`src/rtl/nts_api_arbiter_pkg.sv`:
```
// Shared definitions for the NTS API arbiter: FSM states, master indices and
// API bus widths.
package nts_api_arbiter_pkg;

    localparam int unsigned AddrWidth = 12;
    localparam int unsigned DataWidth = 32;

    // Master indices; also the value stored in last_grant.
    localparam logic MasterHost = 1'b0;
    localparam logic MasterSeq  = 1'b1;

    typedef enum logic [1:0] {
        StIdle  = 2'd0,
        StIssue = 2'd1,
        StAck   = 2'd2
    } state_e;

    // One-hot lock-owner mask for a master index.
    function automatic logic [1:0] owner_mask(input logic master);
        return master ? 2'b10 : 2'b01;
    endfunction

endpackage

```
`src/rtl/nts_api_arbiter_lock_timer.sv`:
```
// Lock timeout counter.
//   clk, rst_n : clock and asynchronous active-low reset
//   clr        : restart the count from zero
//   en         : count one idle cycle
//   tick       : high in the cycle whose enabled count reaches LOCK_TIMEOUT
module nts_api_arbiter_lock_timer #(
    parameter int unsigned LOCK_TIMEOUT = 16
) (
    input  logic clk,
    input  logic rst_n,
    input  logic clr,
    input  logic en,
    output logic tick
);

    logic [7:0] count_q;

    // The tick edge is the one that would take the count to LOCK_TIMEOUT.
    assign tick = en && (count_q == 8'(LOCK_TIMEOUT - 1));

    always_ff @(posedge clk or negedge rst_n) begin
        if (!rst_n) begin
            count_q <= 8'd0;
        end else if (clr || tick) begin
            count_q <= 8'd0;
        end else if (en) begin
            count_q <= count_q + 8'd1;
        end
    end

endmodule

```
`src/rtl/nts_api_arbiter.sv`:
```
// Two-master round-robin arbiter with bus lock in front of the NTS API decoder.
//   i_clk, i_areset_n          : clock, asynchronous active-low reset
//   i_mN_req/we/lock/address/write_data : master N request, held until ack
//   o_mN_ack, o_mN_read_data   : completion pulse and captured read data
//   o_api_cs/we/address/write_data, i_api_read_data : decoder port
//   o_busy                     : transaction in flight (ISSUE or ACK)
//   o_lock_owner               : bit n set when master n holds the lock
//   o_lock_timeout             : one-cycle pulse when an idle lock is revoked
module nts_api_arbiter
    import nts_api_arbiter_pkg::*;
#(
    parameter int unsigned LOCK_TIMEOUT = 16
) (
    input  logic                 i_clk,
    input  logic                 i_areset_n,
    input  logic                 i_m0_req,
    input  logic                 i_m0_we,
    input  logic                 i_m0_lock,
    input  logic [AddrWidth-1:0] i_m0_address,
    input  logic [DataWidth-1:0] i_m0_write_data,
    output logic                 o_m0_ack,
    output logic [DataWidth-1:0] o_m0_read_data,
    input  logic                 i_m1_req,
    input  logic                 i_m1_we,
    input  logic                 i_m1_lock,
    input  logic [AddrWidth-1:0] i_m1_address,
    input  logic [DataWidth-1:0] i_m1_write_data,
    output logic                 o_m1_ack,
    output logic [DataWidth-1:0] o_m1_read_data,
    output logic                 o_api_cs,
    output logic                 o_api_we,
    output logic [AddrWidth-1:0] o_api_address,
    output logic [DataWidth-1:0] o_api_write_data,
    input  logic [DataWidth-1:0] i_api_read_data,
    output logic                 o_busy,
    output logic [1:0]           o_lock_owner,
    output logic                 o_lock_timeout
);

    state_e               state_q;
    logic [1:0]           lock_owner_q;
    logic                 last_grant_q;
    logic                 cur_master_q;
    logic                 cur_lock_q;
    logic                 api_cs_q;
    logic                 api_we_q;
    logic [AddrWidth-1:0] api_address_q;
    logic [DataWidth-1:0] api_write_data_q;
    logic                 m0_ack_q;
    logic                 m1_ack_q;
    logic [DataWidth-1:0] m0_read_data_q;
    logic [DataWidth-1:0] m1_read_data_q;
    logic                 busy_q;
    logic                 lock_timeout_q;

    logic [1:0] req;
    logic [1:0] eligible;
    logic       grant_valid;
    logic       grant_m1;
    logic       timer_en;
    logic       timer_clr;
    logic       timer_tick;

    always_comb begin
        req      = {i_m1_req, i_m0_req};
        // While a lock is held only the owner may compete.
        eligible = (lock_owner_q != 2'b00) ? (req & lock_owner_q) : req;
        grant_valid = (state_q == StIdle) && (eligible != 2'b00);
        // On a tie the master not granted last wins.
        grant_m1 = eligible[1] && (!eligible[0] || (last_grant_q == MasterHost));
        timer_en  = (state_q == StIdle) && (lock_owner_q != 2'b00)
                    && ((req & lock_owner_q) == 2'b00);
        timer_clr = (lock_owner_q == 2'b00) || grant_valid;
    end

    nts_api_arbiter_lock_timer #(
        .LOCK_TIMEOUT(LOCK_TIMEOUT)
    ) u_lock_timer (
        .clk  (i_clk),
        .rst_n(i_areset_n),
        .clr  (timer_clr),
        .en   (timer_en),
        .tick (timer_tick)
    );

    always_ff @(posedge i_clk or negedge i_areset_n) begin
        if (!i_areset_n) begin
            state_q          <= StIdle;
            lock_owner_q     <= 2'b00;
            last_grant_q     <= MasterSeq;
            cur_master_q     <= MasterHost;
            cur_lock_q       <= 1'b0;
            api_cs_q         <= 1'b0;
            api_we_q         <= 1'b0;
            api_address_q    <= '0;
            api_write_data_q <= '0;
            m0_ack_q         <= 1'b0;
            m1_ack_q         <= 1'b0;
            m0_read_data_q   <= '0;
            m1_read_data_q   <= '0;
            busy_q           <= 1'b0;
            lock_timeout_q   <= 1'b0;
        end else begin
            m0_ack_q       <= 1'b0;
            m1_ack_q       <= 1'b0;
            lock_timeout_q <= 1'b0;
            unique case (state_q)
                StIdle: begin
                    if (grant_valid) begin
                        state_q          <= StIssue;
                        busy_q           <= 1'b1;
                        api_cs_q         <= 1'b1;
                        api_we_q         <= grant_m1 ? i_m1_we : i_m0_we;
                        api_address_q    <= grant_m1 ? i_m1_address : i_m0_address;
                        api_write_data_q <= grant_m1 ? i_m1_write_data : i_m0_write_data;
                        cur_lock_q       <= grant_m1 ? i_m1_lock : i_m0_lock;
                        cur_master_q     <= grant_m1;
                        last_grant_q     <= grant_m1;
                    end else if (timer_tick) begin
                        lock_owner_q   <= 2'b00;
                        lock_timeout_q <= 1'b1;
                    end
                end
                StIssue: begin
                    state_q  <= StAck;
                    api_cs_q <= 1'b0;
                    // Decoder data is captured for writes too.
                    if (cur_master_q == MasterSeq) begin
                        m1_ack_q       <= 1'b1;
                        m1_read_data_q <= i_api_read_data;
                    end else begin
                        m0_ack_q       <= 1'b1;
                        m0_read_data_q <= i_api_read_data;
                    end
                    lock_owner_q <= cur_lock_q ? owner_mask(cur_master_q) : 2'b00;
                end
                StAck: begin
                    state_q          <= StIdle;
                    busy_q           <= 1'b0;
                    api_we_q         <= 1'b0;
                    api_address_q    <= '0;
                    api_write_data_q <= '0;
                end
                default: state_q <= StIdle;
            endcase
        end
    end

    assign o_m0_ack         = m0_ack_q;
    assign o_m1_ack         = m1_ack_q;
    assign o_m0_read_data   = m0_read_data_q;
    assign o_m1_read_data   = m1_read_data_q;
    assign o_api_cs         = api_cs_q;
    assign o_api_we         = api_we_q;
    assign o_api_address    = api_address_q;
    assign o_api_write_data = api_write_data_q;
    assign o_busy           = busy_q;
    assign o_lock_owner     = lock_owner_q;
    assign o_lock_timeout   = lock_timeout_q;

endmodule

```
`config.mk`:
```
export PLATFORM = sky130hd
export DESIGN_NAME = nts_api_arbiter
export DESIGN_NICKNAME = d
export VERILOG_FILES = /design/src/rtl/nts_api_arbiter_pkg.sv /design/src/rtl/nts_api_arbiter_lock_timer.sv /design/src/rtl/nts_api_arbiter.sv
export SDC_FILE = /design/constraint.sdc
export NUM_CORES = 1
export LEC_CHECK = 0
export ABC_AREA = 1
export BUFFER_PORTS_ARGS = -buffer_cell sky130_fd_sc_hd__clkbuf_2
export CAP_MARGIN = 10
export CORE_UTILIZATION = 45
export CTS_CLUSTER_DIAMETER = 40
export DETAILED_ROUTE_END_ITERATION = 8
export PLACE_DENSITY = 0.75
export RECOVER_POWER = 100
export SYNTH_ARGS = -nofsm -noshare
export SYNTH_HDL_FRONTEND = slang
export SYNTH_HIERARCHICAL = 1
export SYNTH_SLANG_ARGS = --single-unit
```
`constraint.sdc`:
```
create_clock -name i_clk -period 2.27 [get_ports i_clk]
set_input_delay 0.227 -clock i_clk [delete_from_list [all_inputs] [get_ports i_clk]]
set_output_delay 0.227 -clock i_clk [all_outputs]
set_load 0.05 [all_outputs]
```
# Word-level counts from Yosys, hierarchy flattened
# Index checks and enable logic that the tools add are counted.
[op_classes]
n_addsub = 1
multipliers = 0
n_div = 0
n_lt_le_gt_ge = 0
eq_ne = 6
shift = 0
muxes = 30
bitwise_logic = 3
reduce_logical = 23
[op_table]
columns = ["op", "n"]
rows = [
  ["32-bit 2-to-1 mux", 2],
  ["32-bit case mux with 2 select lines", 1],
  ["12-bit 2-to-1 mux", 2],
  ["12-bit case mux with 2 select lines", 1],
  ["8-bit 2-to-1 mux", 2],
  ["2-bit 2-to-1 mux", 6],
  ["1-bit 2-to-1 mux", 11],
  ["2-bit AND reduction", 5],
  ["2-bit nonzero test", 5],
  ["8-bit by 1-bit adder with 8-bit output, second input constant", 1],
  ["8-bit by 4-bit equality test with 1-bit output, second input constant", 1],
  ["2-bit case mux with 2 select lines", 2],
  ["2-bit zero test", 3],
  ["1-bit case mux with 2 select lines", 3],
  ["1-bit logical AND", 5],
  ["2-bit inequality test, second input constant", 2],
  ["1-bit logical OR", 3],
  ["3-bit AND reduction", 1],
  ["2-bit AND", 1],
  ["2-bit by 1-bit equality test with 1-bit output, second input constant", 1],
  ["2-bit equality test, second input constant", 1],
  ["2-bit by 1-bit inequality test with 1-bit output, second input constant", 1],
  ["1-bit inverter", 2],
  ["1-bit zero test", 1],
]
[word_totals]
register_bits = 129
latch_bits = 0
ramBits = 0
rom_bits = 0
input_bits = 128
out_inout_bits = 116
elab_cells = 79
mem_count = 0

# Longest topological paths before layout
[logic_depth]
word_depth = 8
ltp_mapped = 15
mapped_depth_nobuf = 14

# By module
# The synthesis kept the hierarchy.
[modules_own_cells]
columns = ["module", "n_inst", "cells_each", "area_per_inst_um2", "seq_area_each_um2"]
rows = [
  ["nts_api_arbiter", 1, 694, 5666.7, 3029.2],
  ["nts_api_arbiter_lock_timer", 1, 75, 524.3, 200.2],
]

# Worst setup path after synthesis
# OpenSTA, ideal clock, no wires.
[synth_timing]
path_type = "register to register"
startpoint = "register lock_owner_q[0] (netlist: o_lock_owner[0])"
endpoint = "register lock_owner_q[1] (netlist: o_lock_owner[1])"
setup_time_ns = 0.120
arrival_time_ns = 2.041
required_ns = 2.150
setup_slack_ns = 0.109
stages_incl_launch_ff = 12
path_buffers = 0
period_less_slack_ns = 2.161
path_cell_list = "dfrtp_1 -> inv_1 -> a211oi_1 -> inv_1 -> nor2_2 -> nand3b_2 -> inv_1 -> inv_1 -> a21oi_1 -> nand2_1 -> nand2_1 -> nand2_1"
[synth_between]
elab_chain_cells = 6
word_cells_on_any_way = 12
classes_between = "2 x eq/ne; 1 x mux; 1 x bitwise; 8 x reduce/logical"
[synth_rtl]
columns = ["element", "line_no", "text"]
rows = [
  ["from (decl)", "nts_api_arbiter.sv:41", "logic [1:0] lock_owner_q;"],
  ["from (signal assigned)", "nts_api_arbiter.sv:135", "lock_owner_q <= cur_lock_q ? owner_mask(cur_master_q) : 2'b00;"],
  ["2-bit AND or 2-bit nonzero test (tied branches)", "nts_api_arbiter.sv:72, nts_api_arbiter.sv:71", ""],
  ["2-bit zero test or 1-bit logical AND (tied branches)", "nts_api_arbiter.sv:72, nts_api_arbiter.sv:71", ""],
  ["1-bit logical AND (*)", "nts_api_arbiter.sv:72", "&& ((req & lock_owner_q) == 2'b00);"],
  ["via timer_en", "nts_api_arbiter.sv:60", "logic timer_en;"],
  ["1-bit logical AND (*)", "nts_api_arbiter_lock_timer.sv:19", "assign tick = en && (count_q == 8'(LOCK_TIMEOUT - 1));"],
  ["via timer_tick", "nts_api_arbiter.sv:62", "logic timer_tick;"],
  ["2-bit by 1-bit inequality test with 1-bit output (no line) (*)", "n/a", ""],
  ["3-bit AND reduction (no line) (*)", "n/a", ""],
]
# The timed path passes the listed nets; every way through them passes the cells marked *.
# A chain may end at the register's enable or synchronous reset.

# Worst setup path after layout
[layout_timing]
startpoint = "register lock_owner_q[1] (netlist: o_lock_owner[1])"
endpoint = "register u_lock_timer.count_q[4]"
[layout_between]
elab_chain_cells = 7
word_cells_on_any_way = 14
classes_between = "2 x mux; 1 x bitwise; 11 x reduce/logical"
[layout_rtl]
columns = ["element", "line_no", "text"]
rows = [
  ["2-bit nonzero test or 2-bit AND (tied branches)", "nts_api_arbiter.sv:67", "eligible = (lock_owner_q != 2'b00) ? (req & lock_owner_q) : req;"],
  ["2-bit 2-to-1 mux", "nts_api_arbiter.sv:67", ""],
  ["2-bit nonzero test", "nts_api_arbiter.sv:68", "grant_valid = (state_q == StIdle) && (eligible != 2'b00);"],
  ["1-bit logical AND", "nts_api_arbiter.sv:68", ""],
  ["1-bit logical OR (*)", "nts_api_arbiter.sv:73", "timer_clr = (lock_owner_q == 2'b00) || grant_valid;"],
  ["via timer_clr", "nts_api_arbiter.sv:61", "logic timer_clr;"],
  ["1-bit logical OR (*)", "nts_api_arbiter_lock_timer.sv:24", "end else if (clr || tick) begin"],
  ["8-bit 2-to-1 mux or 2-bit nonzero test (tied branches)", "n/a", ""],
  ["to (signal assigned)", "nts_api_arbiter_lock_timer.sv:27", "count_q <= count_q + 8'd1;"],
  ["to (decl)", "nts_api_arbiter_lock_timer.sv:16", "logic [7:0] count_q;"],
]
# Marks and branches as above.

==> flow_summary.json <==
{
  "syn_area_mm2": 0.00619,
  "synth.distinct_cells": 25,
  "cp_max_fo": 6,
  "start_util": 0.464,
  "timing.fmax_mhz": 486,
  "ys_ff_latch": 129,
  "critPathLaunchType": "register",
  "viasPerCell": 4.71,
  "status": "complete, no violations",
  "die_h_um": 119,
  "worst_pin_slew_ns": 1.08,
  "die_w_um": 119,
  "antenna_found_initial": 0,
  "cp-startpoint": "o_lock_owner[1]",
  "hold_viol": 0,
  "cp.required_ns": 2.58,
  "min_from": "i_api_read_data[20]",
  "htreeDepth": 4,
  "avgSynthCellArea_um2": 8.05,
  "grt_pass1_wl_um": 25800,
  "powerDensity_mw_per_mm2": 1820,
  "fp-row-count": 42,
  "dp.cells": 1158,
  "fin_cells": 1191,
  "n_antenna_cell": 0,
  "rr_startpoint": "o_lock_owner[1]",
  "grt_start_max_net_pins": 66,
  "slew-limit-headroom": 0.277,
  "place.gp.congestion": 0.795,
  "hp-class": "in -> reg",
  "grt_overflow_total": 0,
  "peakVddDrop_v": 0.00124,
  "setup.worst_path.end_class": "register",
  "clk_latency_ns": 0.42,
  "wirelength_um": 15600,
  "clk_path_buf_depth": 2,
  "cap_violations": 0,
  "track_usage": 0.231,
  "post_drt_wl_per_cell_um": 13.1,
  "area_growth_pct": 28.1,
  "dpl.hpwl_um": 10800,
  "netlist_instances": 769,
  "io_buffers": 243,
  "ioPinCount": 244,
  "maxSlewViolCount": 0,
  "ys_seq_area_frac": 0.522,
  "drc_errors": 0,
  "grt_pass1_vias": 5391,
  "skew_ns": 0.00545,
  "dr_total_vias": 5605,
  "cts_root_buf": "clkbuf_16",
  "ys_warn_count": 6,
  "cts_buffers": 17,
  "die_area_mm2": 0.0142,
  "drtAntennaViolNets": 0,
  "postCtsSetupRepairBufs": 0,
  "setup_viol": 0,
  "rsz0062_at_grt": "no",
  "firstDrtPassIters": 6,
  "coreArea_mm2": 0.0133,
  "fin_crit_ns": 2.06,
  "finalNetCount": 1131,
  "critical_path_arrival_ns": 2.37,
  "period_share": 0.906,
  "synthesis.nets": 898,
  "path_clk_slew_ns": 0.06,
  "clock-sinks": 129,
  "drt_iter0_markers": 232,
  "cts_tree": "yes",
  "final_layout_size_suffix_gt1_frac": 0.191,
  "tns_ns": 0,
  "worst-setup-path-type": "reg -> reg",
  "power_leakage_nw": 4.48
}
flip-flops by register name (all words and copies together), names as in the netlist:
register and flops:
o_api_write_data 32, o_m0_read_data 32, o_m1_read_data 32, o_api_address 12, u_lock_timer/count_q 8, o_lock_owner 2, state_q 2, cur_lock_q 1
cur_master_q 1, last_grant_q 1, o_api_cs 1, o_api_we 1, o_busy 1, o_lock_timeout 1, o_m0_ack 1, o_m1_ack 1
repair_timing:
| action | CTS | global route |
|---|---|---|
| hold endpoints to repair | 31 | 0 |
| hold buffers | 1 | 0 |
| resized for setup | 0 | 0 |
cell families after synthesis:
group / share of synthesized area
and+or+nand+nor: 0.282
adders and majority gates: 0.00202
buffers and inverters: 0.137
AOI/OAI and AO/OA: 0.0578
DFF: 0.522
stage by stage:
stage / util / setup slack (ns) / total power [W] / area (um^2) / hold WS, ns
floorplan: - / 0.109 / 0.0101 / 6190 / -0.0686
global placement: 0.563 / 0.396 / 0.0118 / 7520 / 0.212
detailed placement: 0.563 / 0.371 / 0.0120 / 7520 / 0.210
CTS: 0.613 / 0.345 / 0.0150 / 8180 / 0.0319
global route: 0.594 / 0.0586 / 0.0154 / 7930 / 0.0442
finish: 0.594 / 0.213 / 0.0145 / 7930 / 0.0422
cell usage in the layout, fill, tap and decap left out, types with 3 or more instances in the layout:
cell type and count:
nand2_1 203, inv_1 147, nand3_1 138, dfrtp_1 128, clkbuf_2 128, clkbuf_1 117
o21ai_0 68, clkbuf_16 17, nor2_1 11, nand3_2 7, nand2_2 5, bufinv_16 5
buf_4 5, nor2_2 3, nor2_4 3, clkinvlp_4 3, clkbuf_4 3
synthesized netlist by cell type, drive strengths merged:
cell type	number	share of area
buf	35	0.041
nand3b	1	0.0018
a21oi	1	0.00081
clkbuf	7	0.0042
a211oi	1	0.0012
ha	1	0.0020
dfrtp	128	0.52
dfstp	1	0.0042
nor2	17	0.018
nand3	145	0.13
o21ai	69	0.056
inv	150	0.091
nor3	1	0.00081
nand4	2	0.0020
nand2	210	0.13
report_power, final:
group | leakage, nW | internal [W] | switching (W)
Sequential | 1.60 | 0.00338 | 0.000601
Clock | 0.310 | 0.00198 | 0.00100
Combinational | 2.57 | 0.00147 | 0.00603
Total | 4.48 | 0.00683 | 0.00763
critical path: stages, from the launching register on:
cell	delay, ns
dfrtp_1	0.43
inv_1	0.08
nand2_1	0.06
nand2_1	0.15
clkinv_1	0.08
nand2_1	0.09
nand2_2	0.08
o21ai_0	0.11
nor2_1	0.53
o21ai_0	0.21
nand2_1	0.10
nor2_1	0.05
final cells by class:
type | instances | area, um^2
fillers | 1285 | 5420
well taps | 176 | 220
multi-input cells | 448 | 2070
flip-flops and latches | 129 | 3230
clock buffers | 19 | 443
clock inverters | 13 | 209
repair buffers | 256 | 1190
inverters | 150 | 566
worst paths after layout:
check	endpoint	slack (ns)	cells after the start
min in group asynchronous	o_api_write_data[20]	0.44	2
max in group asynchronous	u_lock_timer/count_q[2]	0.56	3
hold reg to reg	o_m0_read_data[7]	0.48	2
hold / removal	o_m0_read_data[20]	0.04	3
setup reg to reg	u_lock_timer/count_q[4]	0.21	11
setup / recovery	u_lock_timer/count_q[4]	0.21	11
per-layer routing:
metal	GRT usage	vias up	routed length (um)
li1	-	2832	-
met4	0.0898	0	378
met2	0.380	193	7540
met3	0.0757	31	1150
met1	0.281	2549	6490
met5	0	-	0
Power figures use the tool's default switching activity.
